**src/rtl/step_fsm_param.sv**
```systemverilog
// rtl/step_fsm_param.sv - parametrised step FSM: preset/load, sat/wrap add-sub, multi-cycle shifts, rotate
module step_fsm_param #(
   parameter int          WIDTH    = 12,
   parameter int          STEP_W   = 4,
   parameter int unsigned PRESET   = 12'h588,
   parameter bit          SATURATE = 1'b1
) (
   input  logic              clock,
   input  logic              reset,
   input  logic              enable,
   input  logic [2:0]        op,
   input  logic [STEP_W-1:0] value,
   output logic [WIDTH-1:0]  outputValue,
   output logic              busy,
   output logic              overflow,
   output logic              underflow,
   output logic              zero
);

   localparam logic [2:0] OP_HOLD       = 3'b000;
   localparam logic [2:0] OP_LOAD_PRE   = 3'b001;
   localparam logic [2:0] OP_SUB        = 3'b010;
   localparam logic [2:0] OP_ADD        = 3'b011;
   localparam logic [2:0] OP_SHR_N      = 3'b100;
   localparam logic [2:0] OP_SHL_N      = 3'b101;
   localparam logic [2:0] OP_ROR1       = 3'b110;
   localparam logic [2:0] OP_LOAD_VALUE = 3'b111;

   // Shift sequencer: idle, or which direction the pending shift bits go
   localparam logic [1:0] S_IDLE = 2'd0;
   localparam logic [1:0] S_SHL  = 2'd1;
   localparam logic [1:0] S_SHR  = 2'd2;

   localparam logic [WIDTH-1:0] PRESET_V = WIDTH'(PRESET);

   logic [WIDTH-1:0]  state;
   logic [1:0]        mode;
   logic [STEP_W-1:0] count;
   logic [WIDTH-1:0]  value_ext;
   logic [WIDTH:0]    sum;
   logic [WIDTH:0]    diff;

   assign value_ext   = {{(WIDTH-STEP_W){1'b0}}, value};
   // The extra top bit is the carry of the add and the borrow of the subtract
   assign sum         = {1'b0, state} + {1'b0, value_ext};
   assign diff        = {1'b0, state} - {1'b0, value_ext};

   assign outputValue = state;
   assign busy        = (count != '0);
   assign zero        = (state == '0);

   // Command execution, and one bit per edge of any shift still pending
   always_ff @(posedge clock or negedge reset) begin
      if (!reset) begin
         state     <= '0;
         mode      <= S_IDLE;
         count     <= '0;
         overflow  <= 1'b0;
         underflow <= 1'b0;
      end else if (busy) begin
         if (mode == S_SHL) begin
            state <= state << 1;
            if (state[WIDTH-1]) overflow <= 1'b1;
         end else begin
            state <= state >> 1;
         end
         count <= count - 1'b1;
         if (count == STEP_W'(1)) mode <= S_IDLE;
      end else if (enable) begin
         case (op)
            OP_HOLD: ;
            OP_LOAD_PRE: begin
               state     <= PRESET_V;
               overflow  <= 1'b0;
               underflow <= 1'b0;
            end
            OP_SUB: begin
               if (diff[WIDTH]) begin
                  underflow <= 1'b1;
                  state     <= SATURATE ? '0 : diff[WIDTH-1:0];
               end else begin
                  state <= diff[WIDTH-1:0];
               end
            end
            OP_ADD: begin
               if (sum[WIDTH]) begin
                  overflow <= 1'b1;
                  state    <= SATURATE ? '1 : sum[WIDTH-1:0];
               end else begin
                  state <= sum[WIDTH-1:0];
               end
            end
            OP_SHR_N: begin
               // The accepting edge already performs the first of N shifts
               if (value != '0) begin
                  state <= state >> 1;
                  count <= value - 1'b1;
                  mode  <= (value == STEP_W'(1)) ? S_IDLE : S_SHR;
               end
            end
            OP_SHL_N: begin
               if (value != '0) begin
                  state <= state << 1;
                  if (state[WIDTH-1]) overflow <= 1'b1;
                  count <= value - 1'b1;
                  mode  <= (value == STEP_W'(1)) ? S_IDLE : S_SHL;
               end
            end
            OP_ROR1:       state <= {state[0], state[WIDTH-1:1]};
            OP_LOAD_VALUE: state <= value_ext;
            default: ;
         endcase
      end
   end

endmodule

```
**config.mk**
```make
export PLATFORM = sky130hd
export DESIGN_NAME = step_fsm_param
export DESIGN_NICKNAME = d
export VERILOG_FILES = /design/src/rtl/step_fsm_param.sv
export SDC_FILE = /design/constraint.sdc
export NUM_CORES = 1
export LEC_CHECK = 0
export ABC_CLOCK_PERIOD_IN_PS = 7000
export CORE_ASPECT_RATIO = 0.9
export CORE_MARGIN = 2
export CORE_UTILIZATION = 64
export CTS_BUF_LIST = sky130_fd_sc_hd__clkbuf_4
export DETAILED_ROUTE_END_ITERATION = 10
export HOLD_SLACK_MARGIN = 0.1
export PLACE_DENSITY_LB_ADDON = 0.05
export SYNTH_ARGS = -nofsm -noshare
export SYNTH_HDL_FRONTEND = slang
export SYNTH_SLANG_ARGS = --single-unit
```
**constraint.sdc**
```tcl
create_clock -name clock -period 7 [get_ports clock]
set_input_delay 0.7 -clock clock [delete_from_list [all_inputs] [get_ports clock]]
set_output_delay 0.7 -clock clock [all_outputs]
set_load 0.01 [all_outputs]
```
==> results_dict.tcl, run 1 <==
set metrics [dict create \
    p_leak_nw 1.06 \
    ys_ff_latch 20 \
    grt_max_degree 24 \
    gp_congestion 0.911 \
    max_slew_margin_pct 28.4 \
    drc_errors 0 \
    drt_iter0_markers 472 \
    fin_cells 355 \
    period_needed_ns 3.45 \
    dp.cells 351 \
    nFillCells 317 \
    status "completed" \
    setup_viol 0 \
    io_pins 26 \
    worst_pin_slew_ns 1.07 \
    rows 21 \
    clkSinkCount 20 \
    dp.final_hpwl_microns 5010 \
    nNetsFinal 335 \
    grt_pass1_wl_microns 11900 \
    slew_violations 0 \
    syn-instance-count 302 \
    die_w_microns 68.8 \
    crit_fanout 20 \
    cts_root_buffer "clkbuf_4" \
    cts_tree "done" \
    wire_per_inst_microns 20.1 \
    cap_viol_max_count 0 \
    grtUsageTotal_pct 36.2 \
    rsz0062_at_grt "false" \
    finalSetupTns_ns 0 \
    power.density_mw_per_mm2 338 \
    initial_core_util_pct 65.7 \
    clk_path_buf_depth 2 \
    ys_warn_count 0 \
    utilization_pct 72.5 \
    cts_setup_buffers 0 \
    areaGrowthSynthToFinish_pct 10.2 \
    drive_above_1_share_pct 7.77 \
    synth-edff-count 0 \
    synth_fp_nets 327 \
    num_vias 2499 \
    fin_area_sq_mm 0.00267 \
    die_h_microns 62.3 \
    crit_path_start_kind "flip-flop" \
    crit_type "flip-flop to primary output" \
    cts_resized 0 \
    dpl_cell_area_sq_mm 0.00261 \
    finalCritPeriodShare_pct 49.2 \
    dr.pass1.iters 5 \
    hold_viol 0 \
    total_power_uw 900 \
    hold_buffers 0 \
    crit_required_ns 6.30 \
    grt_pass1_vias 2360 \
    routed_wl_microns 7140 \
    insertion_delay_ns 0.32 \
    netlist_area_sq_mm 0.00242 \
    cts_inserted_buffers 3 \
    hold_class "flip-flop to flip-flop" \
    h-tree-depth 1 \
    ant_nets 0 \
    ys.flop_type "dfrtp_1" \
    timing.fmax_mhz 290 \
    synth_cell_type_count 72 \
    clk_pin_slew_ns 0.14 \
    clock_skew_ns 0.00899 \
    diodes 0 \
    end_kind "primary output" \
    async_reset_ff_share_pct 100 \
    core_area_sq_mm 0.00368 \
    critPathArrivalTime_ns 2.75 \
    overflow 0 \
    rrSetupSlack_ns 3.79 \
    vias_per_cell 7.04 \
    portBuffers 25 \
    antenna_found_initial 0 \
    irDropWorstVdd_uv 184 \
    ys_seq_area_share_pct 20.7 \
    dieArea_sq_mm 0.00429 \
    syn-mean-instance-area_sq_um 8.01 \
]
## final cells by class
class | count | area (sq um) | area share, %
well taps | 46 | 57.6 | 2.16
multi-input cells | 235 | 1710 | 64.2
flip-flops and latches | 20 | 500 | 18.8
clock inverters | 1 | 30.0 | 1.13
repair buffers | 25 | 250 | 9.39
clock buffers | 3 | 22.5 | 0.845
inverters | 25 | 93.8 | 3.52
## per-stage QoR
stage | hold WS, ns | setup WS (ns)
2_1_floorplan | 0.404 | 4.35
3_3_place_gp | 0.477 | 3.52
3_5_place_dp | 0.497 | 3.51
4_1_cts | 0.527 | 3.57
5_1_grt | 0.548 | 3.39
6_report | 0.524 | 3.55
## where the power goes
group	total (mW)	internal, mW	switching (mW)
Sequential	0.252	0.153	0.0999
Combinational	0.546	0.259	0.287
Clock	0.102	0.0579	0.0441
Total	0.900	0.469	0.431
## placed cells by master (no fill, tap or decap), types with 3 or more instances in the layout
cell type / synthesis / layout
mux2i_1: 5 / 5
a22oi_1: 3 / 3
a21oi_1: 23 / 23
xor2_1: 3 / 3
inv_1: 23 / 23
nand2_1: 26 / 26
a221o_1: 3 / 3
nor2b_1: 6 / 6
nand3_1: 7 / 7
clkdlybuf4s50_1: 0 / 25
clkbuf_4: 0 / 3
nor3_1: 9 / 9
a31oi_1: 6 / 6
o21a_1: 3 / 3
o211ai_1: 7 / 7
dfrtp_1: 20 / 20
a211oi_1: 4 / 4
nand2b_1: 4 / 4
xnor2_1: 10 / 10
ha_1: 13 / 13
o22ai_1: 6 / 6
o21ai_0: 22 / 22
nor2_1: 12 / 12
a21boi_0: 3 / 3
## cell usage after synthesis (3+ instances only)
cell / instances / share of area, %
xor2_1: 3 / 1.1
nand3_1: 7 / 1.4
xnor2_1: 10 / 3.6
clkbuf_1: 11 / 1.7
o211ai_1: 7 / 2.2
a31oi_1: 6 / 1.6
nor2b_1: 6 / 1.6
nor3_1: 9 / 1.9
dfrtp_1: 20 / 21
a221o_1: 3 / 1.2
nor2_1: 12 / 1.9
a22oi_1: 3 / 0.93
buf_4: 3 / 0.93
mux2i_1: 5 / 2.1
inv_1: 23 / 3.6
a21oi_1: 23 / 4.8
nand2_1: 26 / 4.0
nand2b_1: 4 / 1.0
a21boi_0: 3 / 0.93
o22ai_1: 6 / 1.6
buf_1: 3 / 0.47
buf_2: 3 / 0.62
o21ai_0: 22 / 4.6
a211oi_1: 4 / 1.2
o21a_1: 3 / 0.93
ha_1: 13 / 6.7
## routing by layer
layer	vias to the layer above	GRT usage (%)	part of all wire [%]
met2	160	51.9	46
li1	1140	-	-
met3	23	7.07	9.4
met1	1176	53.3	43
met4	0	13.2	2.0
met5	-	0	0
## critical path, stage by stage (launching register included)
cell,delay [ns]
dfrtp_1,0.47
inv_1,0.08
ha_1,0.25
nor3b_4,0.67
inv_2,0.37
clkdlybuf4s50_1,0.58
## state kept, by name, indices dropped and copies added (netlist names)
| register | cells |
|---|---|
| count | 4 |
| overflow | 1 |
| underflow | 1 |
| mode | 2 |
| outputValue | 12 |
## logic make-up after synthesis
logic type / share of synthesized area [%]
compound gates: 33.8
simple gates: 21.8
buf+inv: 8.54
flops: 20.7
fa+ha+maj: 8.38
xor+xnor: 4.71
mux: 2.07
## final timing paths
path,startpoint,to,cells after the start
max,count[0],busy,5
min,overflow,overflow,1
max reg2reg,count[0],outputValue[10],8
min reg2reg,overflow,overflow,1
max in group asynchronous,reset,outputValue[5],1
min in group asynchronous,reset,mode[0],1
Note: power is estimated with default switching activity, not from simulation.
==> run 2: changes to the inputs <==
- ABC_CLOCK_PERIOD_IN_PS: 7000 -> 3500
- CORE_UTILIZATION: 64 -> 59
- clock period: 7 -> 3.5 ns (I/O delays scaled with it)
==> run 2 against run 1 <==
  * Clock power increased by 21%
  * Critical path depth increased by 4
  * First-iteration DRC count decreased by 33%
  * Combinational power increased by 110%
  * Wire length increased by 1.5%
  * Final cell count increased by 2.3%
  * Clock-buffer cell count unchanged
  * Sequential power increased by 99%
  * Die area increased by 7.9%
  * Power increased by 94%
  * Global-route usage decreased by 2.8 points
  * Sequential share of layout area decreased by 0.17 points
  * Critical endpoint is now outputValue[7]
  * Largest cell class unchanged
==> results_dict.tcl, run 2 (same netlist as run 1, synthesis figures left out) <==
set metrics [dict create \
    crit_type "input pin to flip-flop" \
    dr.pass1.iters 5 \
    clk_path_buf_depth 2 \
    grt_pass1_vias 2312 \
    die_h_microns 64.7 \
    layout_commonest_cell "nand2_1" \
    utilization_pct 67.0 \
    crit_path_start_kind "input pin" \
    insertion_delay_ns 0.32 \
    critPathArrivalTime_ns 3.02 \
    ant_nets 0 \
    crit_required_ns 3.73 \
    cts_resized 0 \
    diodes 0 \
    largest_register_ffs 12 \
    crit_fanout 8 \
    clkSinkCount 20 \
    areaGrowthSynthToFinish_pct 11.3 \
    overflow 0 \
    net-switching-power_uw 872 \
    clock_skew_ns 0.0196 \
    grt_pass1_wl_microns 12100 \
    p_seq_share_pct 28.7 \
    end_kind "flip-flop" \
    rows 22 \
    dr_wl_met2_microns 3140 \
    nNetsFinal 342 \
    rrSetupSlack_ns 0.82 \
    p_clk_share_pct 7.0 \
    wl_met3_microns 773 \
    finalSetupTns_ns 0 \
    gp_congestion 0.978 \
    dieArea_sq_mm 0.00463 \
    period_needed_ns 2.79 \
    drt-met1-wl_microns 3190 \
    cts_root_buffer "clkbuf_4" \
    finalCritPeriodShare_pct 79.7 \
    cap_viol_max_count 0 \
    dp.final_hpwl_microns 5200 \
    num_vias 2529 \
    hold_class "flip-flop to flip-flop" \
    die_w_microns 71.5 \
    core_area_sq_mm 0.00402 \
    max_slew_margin_pct 32.8 \
    status "completed" \
    routed_wl_microns 7250 \
    power.density_mw_per_mm2 650 \
    io_pins 26 \
    wire_per_inst_microns 20.0 \
    setup_viol 0 \
    most-common-layout-cells "nand2_1, clkdlybuf4s50_1, inv_1, a21oi_1, o21ai_0" \
    cts_setup_buffers 0 \
    drive_above_1_share_pct 9.52 \
    power_frac_comb_pct 64.3 \
    switching_share_pct 49.9 \
    timing.fmax_mhz 358 \
    nFillCells 353 \
    vias_per_cell 6.97 \
    drc_errors 0 \
    clk_pin_slew_ns 0.14 \
    portBuffers 25 \
    internal_power_uw 877 \
    grtUsageTotal_pct 33.4 \
    antenna_found_initial 0 \
    cts_tree "done" \
    worst_pin_slew_ns 1.01 \
    hold_buffers 0 \
    rsz0062_at_grt "false" \
    slew_violations 0 \
    h-tree-depth 1 \
    initial_core_util_pct 60.2 \
    drt_iter0_markers 315 \
    hold_viol 0 \
    irDropWorstVdd_uv 350 \
    highest_layer "met4" \
    cts_inserted_buffers 3 \
    p_leak_nw 1.08 \
    grt_max_degree 21 \
]
==> run 2: cell types whose count changed in the layout (fill, tap and decap cells not counted), sizes merged <==
cell    change
bufinv      -1
buf         +7
==> run 2: power by group through the flow <==
stage	Clock (mW)	Sequential [mW]	Combinational (mW)
floorplan	0	0.428	0.844
global placement	0	0.500	1.10
detailed placement	0	0.501	1.11
finish	0.123	0.501	1.12
global route	0.125	0.522	1.23
CTS	0.119	0.495	1.12
==> run 2: final timing paths <==
path,to,start,cells after the start
hold / removal,overflow,overflow,1
hold reg to reg,overflow,overflow,1
setup / recovery,outputValue[7],value[2],9
max in group asynchronous,underflow,reset,1
min in group asynchronous,outputValue[10],reset,1
setup reg to reg,mode[1],count[0],9
==> run 2: layer usage <==
layer,vias up,global-route usage (%)
met3,21,5.13
met1,1196,48.0
met2,160,51.0
met4,0,10.8
met5,-,0
li1,1152,-
==> run 2: final cells by class <==
| cell class | count | area [sq um] | share of cell area (%) |
|---|---|---|---|
| inverters | 25 | 93.8 | 3.49 |
| flip-flops and latches | 20 | 500 | 18.6 |
| clock buffers | 3 | 22.5 | 0.837 |
| multi-input cells | 235 | 1710 | 63.6 |
| repair buffers | 32 | 303 | 11.3 |
| well taps | 48 | 60.1 | 2.23 |
==> run 2: worst max-delay path: stages <==
cell and delay, ns:
clkdlybuf4s50_1 0.66, inv_1 0.12, ha_1 0.50, nor2b_1 0.12, o311a_1 0.42, nand2_2 0.20, nand3_1 0.10, a311o_1 0.38
a22o_1 0.18
==> run 2: stage by stage <==
step / cells / area (sq um) / total power [mW] / setup slack (ns) / hold WS [ns]
after global routing: 363 / 2690 / 1.88 / 0.518 / 0.547
after CTS: 363 / 2690 / 1.73 / 0.717 / 0.509
final: 363 / 2690 / 1.75 / 0.709 / 0.504
after detailed placement: 360 / 2670 / 1.61 / 0.392 / 0.480
after global placement: 360 / 2670 / 1.60 / 0.431 / 0.473
after floorplan: 302 / 2420 / 1.27 / 1.10 / 0.0544
==> run 3: changes to the inputs <==
- ABC_CLOCK_PERIOD_IN_PS: 3500 -> 2900
- clock period: 3.5 -> 2.9 ns (I/O delays scaled with it)
==> run 3 against run 2 <==
  * Clock-buffer cell count unchanged
  * Final cell count up 4.7%
  * Worst setup slack worse by 0.45 ns
  * Power up 31%
  * Core utilization up 3.7 points
  * Clock power up 110%
  * Sequential power up 15%
  * First-iteration DRC count up 40%
  * Flip-flop and latch count unchanged
  * Via count up 3.2%
  * Critical path type unchanged
==> results_dict.tcl, run 3 (same netlist as run 1, synthesis figures left out) <==
set metrics [dict create \
    wire_per_inst_microns 20.3 \
    crit_fanout 8 \
    crit_path_start_kind "input pin" \
    rrSetupSlack_ns 0.26 \
    antenna_found_initial 0 \
    cap_viol_max_count 0 \
    seq_area_sq_um 500 \
    critPathBufInv 2 \
    areaGrowthSynthToFinish_pct 17.5 \
    finalSetupTns_ns 0 \
    fin_area_sq_mm 0.00284 \
    grt_pass1_vias 2478 \
    rows 22 \
    finalCritPeriodShare_pct 91.2 \
    rsz0062_at_grt "false" \
    cts_resized 0 \
    drc_errors 0 \
    status "completed" \
    largest_register_ffs 12 \
    nNetsFinal 358 \
    grt_max_degree 21 \
    critical_path.max_stage_delay_ns 0.60 \
    worst_pin_slew_ns 0.580 \
    clk_pin_slew_ns 0.15 \
    hold_viol 0 \
    drt_iter0_markers 442 \
    clk_path_buf_depth 2 \
    cts_setup_buffers 0 \
    gp_congestion 0.998 \
    max_slew_margin_pct 61.3 \
    setup_viol 0 \
    hold_slack_ns 0.288 \
    grt_pass1_wl_microns 12700 \
    cp_top_family "compound AO/OA/AOI/OAI gates" \
    cts_root_buffer "clkbuf_4" \
    die_h_microns 64.7 \
    most-common-layout-cells "nand2_1, clkdlybuf4s50_1, inv_1, a21oi_1, buf_4" \
    crit_required_ns 3.14 \
    initial_core_util_pct 60.2 \
    num_vias 2610 \
    die_w_microns 71.5 \
    path_cells "clkdlybuf4s50_1 -> ha_1 -> inv_1 -> fa_1 -> a21oi_1 -> nor2_2 -> o311ai_4 -> a21oi_2 -> a311o_1 -> a22o_1" \
    crit_slowest_cell "clkdlybuf4s50_1" \
    irDropWorstVdd_uv 390 \
    io_pins 26 \
    power.density_mw_per_mm2 804 \
    vias_per_cell 6.87 \
    dieArea_sq_mm 0.00463 \
    layout_commonest_cell "nand2_1" \
    overflow 0 \
    p_leak_nw 1.17 \
    timing.fmax_mhz 378 \
    drive_above_1_share_pct 14.2 \
    critPathArrivalTime_ns 2.88 \
    nFillCells 354 \
    routed_wl_microns 7720 \
    multi_input_area_sq_mm 0.00171 \
    cts_inserted_buffers 3 \
    dp.cells 376 \
    clock_skew_ns 0.00354 \
    fin_cells 380 \
    diodes 0 \
    dp.final_hpwl_microns 5460 \
    insertion_delay_ns 0.33 \
    slew_violations 0 \
    crit_type "input pin to flip-flop" \
    grtUsageTotal_pct 35.5 \
    hold_class "input pin to async pin" \
    ant_nets 0 \
    period_needed_ns 2.64 \
    dpl_cell_area_sq_mm 0.00279 \
    portBuffers 25 \
    hold_buffers 0 \
    dr.pass1.iters 6 \
    clkSinkCount 20 \
    end_kind "flip-flop" \
    core_area_sq_mm 0.00402 \
    h-tree-depth 1 \
    cts_tree "done" \
]
run 3: per-stage QoR:
step                      util (%)  power [mW]  worst slack [ns]
after floorplan                  -        1.53             0.500
after global placement        69.4        1.98            0.0471
after detailed placement      69.4        2.00           -0.0551
after CTS                     70.7        2.25             0.304
after global routing          70.7        2.44            0.0911
final                         70.7        2.28             0.257
run 3: metal layers:
metal | share of wire [%] | global-route usage [%] | vias to the layer above
met4 | 1.7 | 11.8 | 0
met3 | 11 | 5.44 | 16
met1 | 43 | 52.1 | 1245
met5 | 0 | 0 | -
met2 | 45 | 53.0 | 171
li1 | - | - | 1178
run 3: power by group:
| part | switching (mW) | internal, mW | leakage (nW) |
|---|---|---|---|
| sequential | 0.206 | 0.369 | 0.258 |
| clock | 0.115 | 0.140 | 0.0279 |
| combinational | 0.776 | 0.677 | 0.887 |
| total | 1.10 | 1.19 | 1.17 |
run 3: area by class of cell:
type / instances / share of cell area (%)
Clock buffer: 3 / 0.793
Clock inverter: 1 / 1.06
Inverter: 25 / 3.30
Multi-Input combinational cell: 235 / 60.2
Sequential cell: 20 / 17.6
Tap cell: 48 / 2.11
Timing Repair Buffer: 48 / 14.9
run 3: path summary, 6_finish.rpt:
path / from / end / cells past startpoint
max in group asynchronous: reset / outputValue[9] / 2
worst max register to register: outputValue[0] / outputValue[7] / 10
worst max-delay path: value[0] / outputValue[7] / 10
worst min register to register: overflow / overflow / 1
min in group clock: overflow / overflow / 1
worst min-delay path: reset / outputValue[1] / 2
